## src/rtl/keystream_sequencer.sv

```systemverilog
// Frame controller for the three-map keystream mixer: steps the generators, gathers one
// sample per map, drives the mixer, and hands out one keystream byte per pixel.
module keystream_sequencer #(
  parameter int unsigned CNT_W   = 20,
  parameter int unsigned WARMUP  = 16,
  parameter int unsigned MIX_LAT = 2
) (
  input  logic             clk,
  input  logic             rst,
  input  logic             start,
  input  logic [CNT_W-1:0] frame_len,
  output logic             gen_step,
  input  logic             ex1_valid,
  input  logic [22:0]      ex1,
  input  logic             ex2_valid,
  input  logic [22:0]      ex2,
  input  logic             ex3_valid,
  input  logic [22:0]      ex3,
  output logic [22:0]      mix_ex1,
  output logic [22:0]      mix_ex2,
  output logic [22:0]      mix_ex3,
  input  logic [22:0]      mix_v,
  output logic             ks_valid,
  input  logic             ks_ready,
  output logic [7:0]       ks_byte,
  output logic             busy,
  output logic             done
);

  localparam int unsigned WARM_W = (WARMUP > 0) ? $clog2(WARMUP + 1) : 1;
  localparam int unsigned LAT_W  = $clog2(MIX_LAT + 2);

  typedef enum logic [2:0] {
    S_IDLE, S_STEP, S_COLLECT, S_MIX, S_OUT, S_DONE
  } state_t;

  state_t             state_q, state_d;
  logic [CNT_W-1:0]   len_q, len_d;
  logic [CNT_W-1:0]   pix_q, pix_d;
  logic [CNT_W:0]     pix_inc;
  logic [WARM_W-1:0]  warm_q, warm_d;
  logic [LAT_W-1:0]   lat_q, lat_d;
  logic [2:0]         got_q, got_d;
  logic [22:0]        cap1_q, cap1_d, cap2_q, cap2_d, cap3_q, cap3_d;
  logic [22:0]        mix1_q, mix1_d, mix2_q, mix2_d, mix3_q, mix3_d;
  logic [7:0]         ksb_q, ksb_d;
  logic               ksv_q, ksv_d;
  logic               busy_q, busy_d;
  logic               done_q, done_d;
  logic [2:0]         vld;
  logic               mix_hi_unused;

  assign vld           = {ex3_valid, ex2_valid, ex1_valid};
  assign mix_hi_unused = ^mix_v[22:8];
  // One extra bit so the last-pixel compare cannot wrap at the maximum frame length
  assign pix_inc       = {1'b0, pix_q} + {{CNT_W{1'b0}}, 1'b1};

  always_ff @(posedge clk or posedge rst) begin
    if (rst) begin
      state_q <= S_IDLE;
      len_q   <= '0;
      pix_q   <= '0;
      warm_q  <= '0;
      lat_q   <= '0;
      got_q   <= '0;
      cap1_q  <= '0;
      cap2_q  <= '0;
      cap3_q  <= '0;
      mix1_q  <= '0;
      mix2_q  <= '0;
      mix3_q  <= '0;
      ksb_q   <= '0;
      ksv_q   <= 1'b0;
      busy_q  <= 1'b0;
      done_q  <= 1'b0;
    end else begin
      state_q <= state_d;
      len_q   <= len_d;
      pix_q   <= pix_d;
      warm_q  <= warm_d;
      lat_q   <= lat_d;
      got_q   <= got_d;
      cap1_q  <= cap1_d;
      cap2_q  <= cap2_d;
      cap3_q  <= cap3_d;
      mix1_q  <= mix1_d;
      mix2_q  <= mix2_d;
      mix3_q  <= mix3_d;
      ksb_q   <= ksb_d;
      ksv_q   <= ksv_d;
      busy_q  <= busy_d;
      done_q  <= done_d;
    end
  end

  always_comb begin
    state_d = state_q;
    len_d   = len_q;
    pix_d   = pix_q;
    warm_d  = warm_q;
    lat_d   = lat_q;
    got_d   = got_q;
    cap1_d  = cap1_q;
    cap2_d  = cap2_q;
    cap3_d  = cap3_q;
    mix1_d  = mix1_q;
    mix2_d  = mix2_q;
    mix3_d  = mix3_q;
    ksb_d   = ksb_q;
    ksv_d   = ksv_q;
    busy_d  = busy_q;
    done_d  = 1'b0;
    unique case (state_q)
      S_IDLE: begin
        if (start) begin
          len_d   = frame_len;
          pix_d   = '0;
          warm_d  = WARM_W'(WARMUP);
          busy_d  = 1'b1;
          state_d = (frame_len == '0) ? S_DONE : S_STEP;
        end
      end
      S_STEP: begin
        got_d   = '0;
        lat_d   = '0;
        state_d = S_COLLECT;
      end
      S_COLLECT: begin
        if (vld[0] && !got_q[0]) cap1_d = ex1;
        if (vld[1] && !got_q[1]) cap2_d = ex2;
        if (vld[2] && !got_q[2]) cap3_d = ex3;
        got_d = got_q | vld;
        // Samples arriving on the completing cycle go straight to the mixer inputs
        if (&got_d) begin
          mix1_d  = cap1_d;
          mix2_d  = cap2_d;
          mix3_d  = cap3_d;
          lat_d   = '0;
          state_d = S_MIX;
        end
      end
      S_MIX: begin
        if (lat_q == LAT_W'(MIX_LAT)) begin
          if (warm_q != '0) begin
            warm_d  = warm_q - WARM_W'(1);
            state_d = S_STEP;
          end else begin
            ksb_d   = mix_v[7:0];
            ksv_d   = 1'b1;
            state_d = S_OUT;
          end
        end else begin
          lat_d = lat_q + LAT_W'(1);
        end
      end
      S_OUT: begin
        if (ks_ready) begin
          ksv_d   = 1'b0;
          pix_d   = pix_inc[CNT_W-1:0];
          state_d = (pix_inc == {1'b0, len_q}) ? S_DONE : S_STEP;
        end
      end
      S_DONE: begin
        done_d  = 1'b1;
        busy_d  = 1'b0;
        state_d = S_IDLE;
      end
      default: state_d = S_IDLE;
    endcase
  end

  assign gen_step = (state_q == S_STEP);
  assign mix_ex1  = mix1_q;
  assign mix_ex2  = mix2_q;
  assign mix_ex3  = mix3_q;
  assign ks_valid = ksv_q;
  assign ks_byte  = ksb_q;
  assign busy     = busy_q;
  assign done     = done_q;

endmodule
```

## config.mk

```make
export PLATFORM = sky130hd
export DESIGN_NAME = keystream_sequencer
export DESIGN_NICKNAME = d
export VERILOG_FILES = /design/src/rtl/keystream_sequencer.sv
export SDC_FILE = /design/constraint.sdc
export NUM_CORES = 1
export LEC_CHECK = 0
export CORE_ASPECT_RATIO = 0.5
export CORE_UTILIZATION = 50
export DETAILED_ROUTE_END_ITERATION = 10
export DONT_BUFFER_PORTS = 1
export PLACE_DENSITY_LB_ADDON = 0.3
export SYNTH_ARGS = -nofsm -noshare
export SYNTH_HDL_FRONTEND = slang
export SYNTH_SLANG_ARGS = --single-unit
```

## constraint.sdc

```tcl
create_clock -name clk -period 6.5 [get_ports clk]
set_input_delay 1.3 -clock clk [delete_from_list [all_inputs] [get_ports clk]]
set_output_delay 1.3 -clock clk [all_outputs]
set_load 0.03 [all_outputs]
```

* After elaboration in Yosys (flattened, before gate mapping) *
Index checks and enable logic that the tools add are counted.

storage, ports and cells
  flip-flop bits (word level) = 202
  input bits = 119
  output and inout bits = 81
  logic and storage cells = 89

operators by class
  add/subtract/negate cells = 3
  eq/ne operators = 14
  multiplexer cells = 29
  bitwise gates (word level) = 2
  reductions and logical operators = 25

operators with widths
  cell                   number
  $mux 23                3
  $mux 20                2
  $pmux 20 s2            1
  $add 20x1->21 const B  1
  $eq 21x20->1           1
  $mux 3                 7
  $logic_not 20->1       1
  $reduce_and 4->1       4
  $mux 5                 3
  $pmux 3 s5             1
  $ne 2x2->1 const B     7
  $reduce_and 3->1       4
  $pmux 5 s2             1
  $reduce_bool 2->1      5
  $eq 3x2->1 const B     2
  $eq 3x3->1 const B     2
  $pmux 2 s3             1
  $pmux 3 s2             1
  $mux 1                 5
  $reduce_bool 5->1      1
  $sub 5x1->5 const B    1
  $mux 2                 2
  $pmux 1 s2             2
  $reduce_and 2->1       2
  9 further kinds        13

* Logic depth before layout (Yosys ltp) *
Gate-level depths: netlist (run 1).

  depth in word-level cells = 5
  depth in mapped cells = 9
  depth with buffers taken out = 9

* Worst setup path after synthesis (run 1) *
OpenSTA, ideal clock, no wires.

  path type = register to output
  start = register state_q[2]
  end = output port gen_step
  arrival = 1.463 ns
  data required time = 5.200 ns
  slack = 3.737 ns
  cell stages (with the launch flop) = 3
  path buffers = 1
  path through = dfrtp_1 clkbuf_1 nor3b_1

between the ends
  longest elaborated chain between the ends = 1

RTL lines
  item                      line  RTL
  start: declaration        37    state_t state_q, state_d;
  start signal: assignment  77    state_q <= state_d;
  $eq 3x1->1                172   assign gen_step = (state_q == S_STEP);
  end: declaration          12    output logic gen_step,

Every way passes these cells.

* Final worst setup path (run 1) *
  start = input port ex3_valid
  end = register cap3_q[18]

between the ends
  longest elaborated chain between the ends = 2

RTL lines
  item                    line  RTL
  start: declaration      17    input logic ex3_valid,
  $logic_and 1x1->1       131   if (vld[2] && !got_q[2]) cap3_d = ex3;
  $mux 23                 131
  end signal: assignment  85    cap3_q <= cap3_d;
  end: declaration        44    logic [22:0] cap1_q, cap1_d, cap2_q, cap2_d, cap3_q, cap3_d;

Every way passes these cells.
A chain may end at the register's enable or synchronous reset.

==> impl.org, run 1 <==
** Outcome
- The run finished with clean final reports.

** Die
- The floorplan step defined a die boundary enclosing 19000 sq um.
- In this run the horizontal extent of the chip is 194 um.
- Row count :: 34
- Chip Height :: 97.9 um
- The region available for standard cell placement spans 17700 sq um.
- Effective utilization at floorplan :: 52.0%
- Count of boundary I/O pins :: 200

** Synth
- Yosys printed 0 warnings.
- Adder-cell share of the synthesized area :: 0.408%
- Summed over all instances, the cell type with the most area after synthesis is sky130_fd_sc_hd__dfrtp_1.
- The number of nets in the synthesized netlist is 997.
- Summing the areas of all xor and xnor instances in the mapped netlist gives 2.95% of the synthesized area.
- Dividing the synthesized area by the synthesized cell count gives 10.5 sq um.
- Cells after Synth :: 875
- After synthesis, the largest family of logic cells by area is simple AND/OR/NAND/NOR gates.
- Post-synth EDFFs :: 0
- Among all flip-flop cells after synthesis, the most frequent one is sky130_fd_sc_hd__dfrtp_1.
- Register bit count reported by yosys :: 202
- Ranked by total cell area, the synthesized netlist is headed by sky130_fd_sc_hd__dfrtp_1 55%, sky130_fd_sc_hd__mux2_2 9.4%, sky130_fd_sc_hd__nand2_1 5.4%, sky130_fd_sc_hd__mux2i_1 5.3%, sky130_fd_sc_hd__nor2_1 4.2%.
- Number of different library cells in the post-synthesis netlist :: 45
- In this run the cell area of the synthesized design comes to 9200 sq um.
- Multiplexer cells account for 14.8% of the synthesized area.
- Portion of synthesized cell area occupied by the leading cell type :: 55.0%
- Share of the yosys chip area belonging to registers :: 55.0%
- Proportion of synthesized flip-flops having asynchronous set or reset :: 100%
- Synthesized-area fraction occupied by and/or/nand/nor cells :: 15.7%
- Summing the areas of all compound-gate instances in the mapped netlist gives 8.38% of the synthesized area.

** STA
- Setup violations remaining at the end of the flow were counted as 0.
- RSZ-0062 raised after global routing :: false
- The worst pin sits at a relative slew slack of 20.3%.
- Total negative slack :: 0 ns
- Final Hold Vio Count :: 0
- Fmax :: 0.320 GHz
- Max Slew Vio Count :: 0
- Worst-margin pin slew :: 1.19 ns
- Worst Skew :: 0.00936 ns
- For the finished layout, the period the worst path requires is 3.13 ns.
- In the finished design, the share of the clock period the worst path needs comes to 48.1%.

** Clocking
- Insertion delay of the later-clocked pin in the worst-skew pair :: 0.50 ns
- Clock tree buffer depth :: 3
- CTS saw 202 sinks.
- Clock buffer count from CTS :: 19
- Count of hold buffers inserted by post-cts repair :: 0
- The number of gates resized after CTS was 0.
- Root Driver :: sky130_fd_sc_hd__clkbuf_16
- CTS built an H-tree with a depth of 1.
- Clock slew at reported path FFs :: 0.06 ns
- CTS tree :: yes
- Number of setup buffers added after CTS :: 0

** Place
- The congestion estimate from routability-driven global placement came to 0.916.
- In this run the cell area measured after placement is 9350 sq um.
- Input and output buffers added on the ports amount to 0.
- HPWL Detailed :: 12600 um

** Critical path
- Worst Path Arrival :: 3.50 ns
- Data required time of the worst path :: 6.87 ns
- Critical path startpoint category :: primary input
- The critical path is of the in -> reg type.
- In this run the worst path has a maximum fanout of 24.
- Crit path capture type :: register

** Power and ir drop
- The worst-case IR drop observed on VDD is 0.313 mV.
- In this run the power density over the cells is 512 nW/um^2.
- Leak Pwr :: 0.00441 uW

** Detailed routing
- After the first detailed-routing iteration, the DRC count stood at 282.
- For this run, the detailed router's first-pass iteration total came to 4.
- Signal routing reaches up to met4.
- Detailed Route WL :: 19100 um
- After detailed routing, the average wire length per cell comes to 17.5 um.
- Detail Route met2 WL :: 9360 um
- DR vias/cell :: 5.61
- For this block, wires on met1 add up to 8180 um.
- In the routed design, unresolved DRC markers number 0.
- In the detailed route, the total length drawn on met3 is 1300 um.
- DRT antenna net count :: 0
- Total via count after detailed routing :: 6139

** Finish
- Area of all placed cells without fillers :: 9940 sq um
- The number of antenna diodes in the final layout is 0.
- Counting the fill cells in the layout gives 1552.
- Fraction of final layout cells with drive strength greater than 1 :: 14.3%
- Core Util, Final :: 56.2%
- The final layout contains 973 nets.
- Relative to the synthesized area, the layout overhead comes to 8.05%.

** Global route
- Total grt overflow :: 0
- Initial antenna violation count :: 0
- Wire length of the first global-routing pass :: 31800 um
- The via count of the first global-routing pass is 6127.
- For this run, the total global-route usage over all layers was measured as 20.7%.
- Largest net degree at the start of global routing :: 203

** Job
- Max cap viols :: 0

** Hold path
- The min-delay analysis places its worst path in the category reg -> reg.
==> layer usage <==
layer  GRT usage, %  up-vias
li1               -     2958
met1           26.9     3039
met2           34.5      119
met3           6.56       23
met4           4.09        0
met5              0        -
==> Yosys cell counts (all sizes together) (12+ instances only) <==
| cell type | count |
|---|---|
| xnor2 | 21 |
| nor2 | 105 |
| a31oi | 25 |
| nand2 | 132 |
| dfrtp | 202 |
| clkbuf | 24 |
| o21ai | 42 |
| a21oi | 56 |
| mux2i | 49 |
| nand3 | 12 |
| mux2 | 77 |
| buf | 27 |
==> state kept, by name (all words and copies together), names as in the netlist, 5 cells and up <==
signal and cells:
pix_q 20, mix_ex3 23, cap1_q 23, warm_q 5, ks_byte 8, mix_ex1 23, cap2_q 23, mix_ex2 23
cap3_q 23, len_q 20
==> cells in the final DEF (no fill, tap or decap), types with 11 or more instances in the layout <==
cell type / netlist / final
sky130_fd_sc_hd__clkbuf_16: 0 / 19
sky130_fd_sc_hd__dfrtp_1: 202 / 202
sky130_fd_sc_hd__o21ai_0: 38 / 38
sky130_fd_sc_hd__nand2_1: 132 / 132
sky130_fd_sc_hd__mux2i_1: 49 / 49
sky130_fd_sc_hd__mux2_2: 77 / 77
sky130_fd_sc_hd__a21oi_1: 56 / 56
sky130_fd_sc_hd__nand3_1: 11 / 11
sky130_fd_sc_hd__a31oi_1: 25 / 25
sky130_fd_sc_hd__xnor2_1: 21 / 21
sky130_fd_sc_hd__nor2_1: 104 / 104
==> logic make-up (layout without fill, tap and decap cells) <==
family	count (synthesis)	in the layout
and+or+nand+nor	313	313
AOI/OAI and AO/OA	139	139
buffers and inverters	61	47
muxes	126	126
xor gates and xnor gates	31	31
adders and majority gates	3	3
DFF	202	202
==> where the power goes <==
| part | switching [uW] | internal (uW) | leakage, uW |
|---|---|---|---|
| sequential | 856 | 1810 | 0.00243 |
| combinational | 686 | 638 | 0.00169 |
| clock | 465 | 631 | 0.000289 |
| total | 2010 | 3080 | 0.00441 |
==> area by class of cell <==
type                            instances  area, sq um  area share (%)
Multi-Input combinational cell        612         3900            39.3
Sequential cell                       202         5050            50.9
Timing Repair Buffer                    6         57.6           0.579
Inverter                               10         41.3           0.415
Clock buffer                           26          512            5.15
Tap cell                              234          293            2.95
Clock inverter                          5         78.8           0.793
==> through the flow <==
step,hold WS (ns),setup WS (ns),instances,power [uW]
3_3_place_gp,0.468,2.82,1064,3950
2_1_floorplan,0.452,2.58,875,3710
5_1_grt,0.514,3.07,1095,5420
4_1_cts,0.492,3.34,1095,5150
3_5_place_dp,0.473,2.82,1064,4030
6_report,0.493,3.37,1095,5090
==> critical path: stages <==
cell	delay, ns
sky130_fd_sc_hd__nor2b_4	0.74
sky130_fd_sc_hd__nand2_1	0.89
sky130_fd_sc_hd__mux2_2	0.56
==> worst paths after layout <==
path / cells past startpoint / slack [ns] / start / endpoint
hold / removal: 2 / 0.49 / lat_q[1]$_DFFE_PP0P_ / lat_q[1]$_DFFE_PP0P_
max in group asynchronous: 2 / 4.77 / rst / len_q[0]$_DFFE_PP0P_
setup / recovery: 3 / 3.37 / ex3_valid / cap3_q[18]$_DFFE_PP0P_
setup reg to reg: 5 / 3.50 / state_q[2]$_DFFE_PP0P_ / pix_q[9]$_DFFE_PP0P_
min in group asynchronous: 2 / 1.02 / rst / mix_ex2[0]$_DFFE_PP0P_
hold reg to reg: 2 / 0.49 / lat_q[1]$_DFFE_PP0P_ / lat_q[1]$_DFFE_PP0P_
Note: power is estimated with default switching activity, not from simulation.
==> run 2, diff against run 1 <==
==> constraint.sdc (replaced) <==
create_clock -name clk -period 3.2 [get_ports clk]
set_input_delay 0.64 -clock clk [delete_from_list [all_inputs] [get_ports clk]]
set_output_delay 0.64 -clock clk [all_outputs]
set_load 0.03 [all_outputs]
==> run 2 against run 1 <==
Critical endpoint is now state_q[2]$_DFFE_PP0P_. Largest power group unchanged. Via count rose by 1.3%. Hold slack lost 0.45 ns. Die area unchanged.
==> impl.org, run 2 (same netlist as run 1, synthesis figures left out) <==
** Outcome
- Result of the run :: complete, no violations

** Global route
- Wire length of the first global-routing pass :: 32700 um
- Total grt overflow :: 0
- Initial antenna violation count :: 0
- In the global route stage, overall resource usage came out at 21.3%.
- Number of global-route vias before repair :: 6505
- Largest net degree at the start of global routing :: 139

** Place
- Detailed placement finished with a half-perimeter wire length of 13400 um.
- Routability-driven placement congestion ratio :: 0.950
- I/O Buffers :: 0
- Post-placement setup slack :: 0.730 ns
- Once placement finished, the instance area stood at 9480 sq um.

** Clocking
- CTS placed an instance of sky130_fd_sc_hd__clkbuf_16 at the clock tree root.
- Insertion delay of the later-clocked pin in the worst-skew pair :: 0.50 ns
- CTS tree :: yes
- CTS saw 202 sinks.
- Count of hold buffers inserted by post-cts repair :: 0
- The number of gates resized after CTS was 0.
- Clock slew at reported path FFs :: 0.06 ns
- CTS built an H-tree with a depth of 1.
- Clock tree buffer depth :: 3
- Clock buffer count from CTS :: 20
- Number of setup buffers added after CTS :: 0

** Job
- Max cap viols :: 0

** STA
- Worst Skew :: 0.0127 ns
- RSZ-0062 raised after global routing :: false
- For the pin with the worst max-slew slack, the measured transition is 0.923 ns.
- Final Hold Vio Count :: 0
- The clock period could shrink to 2.49 ns.
- Final Worst Setup Slack :: 0.713 ns
- Worst slew margin relative to its limit :: 38.4%
- The worst path uses 77.7% of the clock period.
- Max Slew Vio Count :: 0
- Number of setup violations in the final report :: 0
- Fmax :: 0.402 GHz

** Finish
- Final layout net count :: 986
- Top library cells by usage in the layout, fill and taps aside :: 202 x sky130_fd_sc_hd__dfrtp_1, 132 x sky130_fd_sc_hd__nand2_1, 104 x sky130_fd_sc_hd__nor2_1
- Layout overhead on the synthesized area :: 10.5%
- Commonest non-fill, non-tap cell in the layout :: sky130_fd_sc_hd__dfrtp_1
- Diodes inserted :: 0
- Fraction of final layout cells with drive strength greater than 1 :: 16.5%
- Once layout is done, the placed cells without fillers occupy 10200 sq um.

** Detailed routing
- Routed length per placed instance :: 17.6 um
- DR vias/cell :: 5.59
- First-pass DRT Iterations :: 4
- DRC violations left :: 0
- The final layout contains routed wiring with a total length of 19600 um.
- The detail route stage leaves a number of antenna-violating nets equal to 0.
- Summing over every cut layer, the via total after detailed routing is 6216.
- In this run, the number of DRC markers left after iteration 0 of detailed routing was 332.

** Power and ir drop
- VDD sags by at most 0.691 mV.
- In this run the static leakage power is 0.00453 uW.
- For this design the ratio of total power to cell area is 1040 nW/um^2.

** Die
- Die Wd :: 194 um
- Count of boundary I/O pins :: 200
- Once the floorplan was initialized, standard cells occupied 52.0% of the core.
- From bottom edge to top edge, the die measures 97.9 um.
- In this run the core area contains 34 standard-cell rows.
- The die covers 19000 sq um.
- Placeable Area :: 17700 sq um

** Critical path
- Data on the critical path arrives at its endpoint at 2.91 ns.
- The critical path in this run is classified as reg -> reg.
- STA classifies the critical path startpoint as a register.
- Data required time of the worst path :: 3.62 ns
- In this run the worst path has a maximum fanout of 11.
- Depth of the worst register-to-register path :: 8
- Crit path capture type :: register

** Hold path
- Worst min path class :: in -> async
run 2: cell types whose count changed in the layout (fill, tap and decap cells not counted), sizes merged:
cell,change
buf,+12
clkbuf,-1
inv,-1
clkinv,+4
clkinvlp,+2
run 2: layout make-up:
cell class | count | area (sq um)
fillers | 1506 | 7530
multi-input cells | 612 | 3900
inverters | 10 | 41.3
clock buffers | 25 | 569
flip-flops and latches | 202 | 5050
clock inverters | 10 | 120
well taps | 234 | 293
repair buffers | 18 | 185
run 2: worst paths after layout:
kind,from,to,slack [ns]
setup / recovery,pix_q[0]$_DFFE_PP0P_,state_q[2]$_DFFE_PP0P_,0.71
min in group clk,frame_len[12],len_q[12]$_DFFE_PP0P_,0.25
hold / removal,rst,mix_ex2[7]$_DFFE_PP0P_,0.04
setup reg to reg,pix_q[0]$_DFFE_PP0P_,state_q[2]$_DFFE_PP0P_,0.71
hold reg to reg,lat_q[1]$_DFFE_PP0P_,lat_q[1]$_DFFE_PP0P_,0.49
max in group asynchronous,rst,len_q[10]$_DFFE_PP0P_,2.47
run 2: critical path: stages, from the launching register on:
cell	delay [ns]
sky130_fd_sc_hd__dfrtp_1	0.45
sky130_fd_sc_hd__ha_1	0.26
sky130_fd_sc_hd__nand3_1	0.43
sky130_fd_sc_hd__or3_1	0.54
sky130_fd_sc_hd__o21ai_1	0.13
sky130_fd_sc_hd__a21oi_1	0.08
sky130_fd_sc_hd__o21ai_0	0.26
sky130_fd_sc_hd__nand4_1	0.12
sky130_fd_sc_hd__o21ai_1	0.14
run 2: power breakdown:
part	internal, uW	leakage (uW)	total, uW	switching [uW]
Combinational	1320	0.00176	2740	1420
Clock	1430	0.000338	2430	994
Sequential	3680	0.00243	5420	1750
run 2: stage by stage:
stage / hold WS (ns) / setup TNS (ns) / total power, uW / util [%] / std cells
finish: 0.0449 / 0 / 10600 / 57.4 / 1111
global route: 0.0605 / 0 / 11300 / 57.4 / 1111
CTS: 0.0488 / 0 / 10700 / 57.4 / 1111
detailed placement: 0.473 / 0 / 8250 / 53.5 / 1076
global placement: 0.467 / 0 / 8050 / 53.5 / 1076
floorplan: 0.452 / -11.37 / 7530 / - / 875
run 2: routing by layer:
layer  track usage [%]  up-vias  share of wire, %  wire [um]
li1                  -     2995                 -          -
met1              26.9     3034                44       8540
met2              36.6      144                48       9390
met3              5.63       43               5.6       1100
met4              6.04        0               2.7        528
met5                 0        -                 0          0
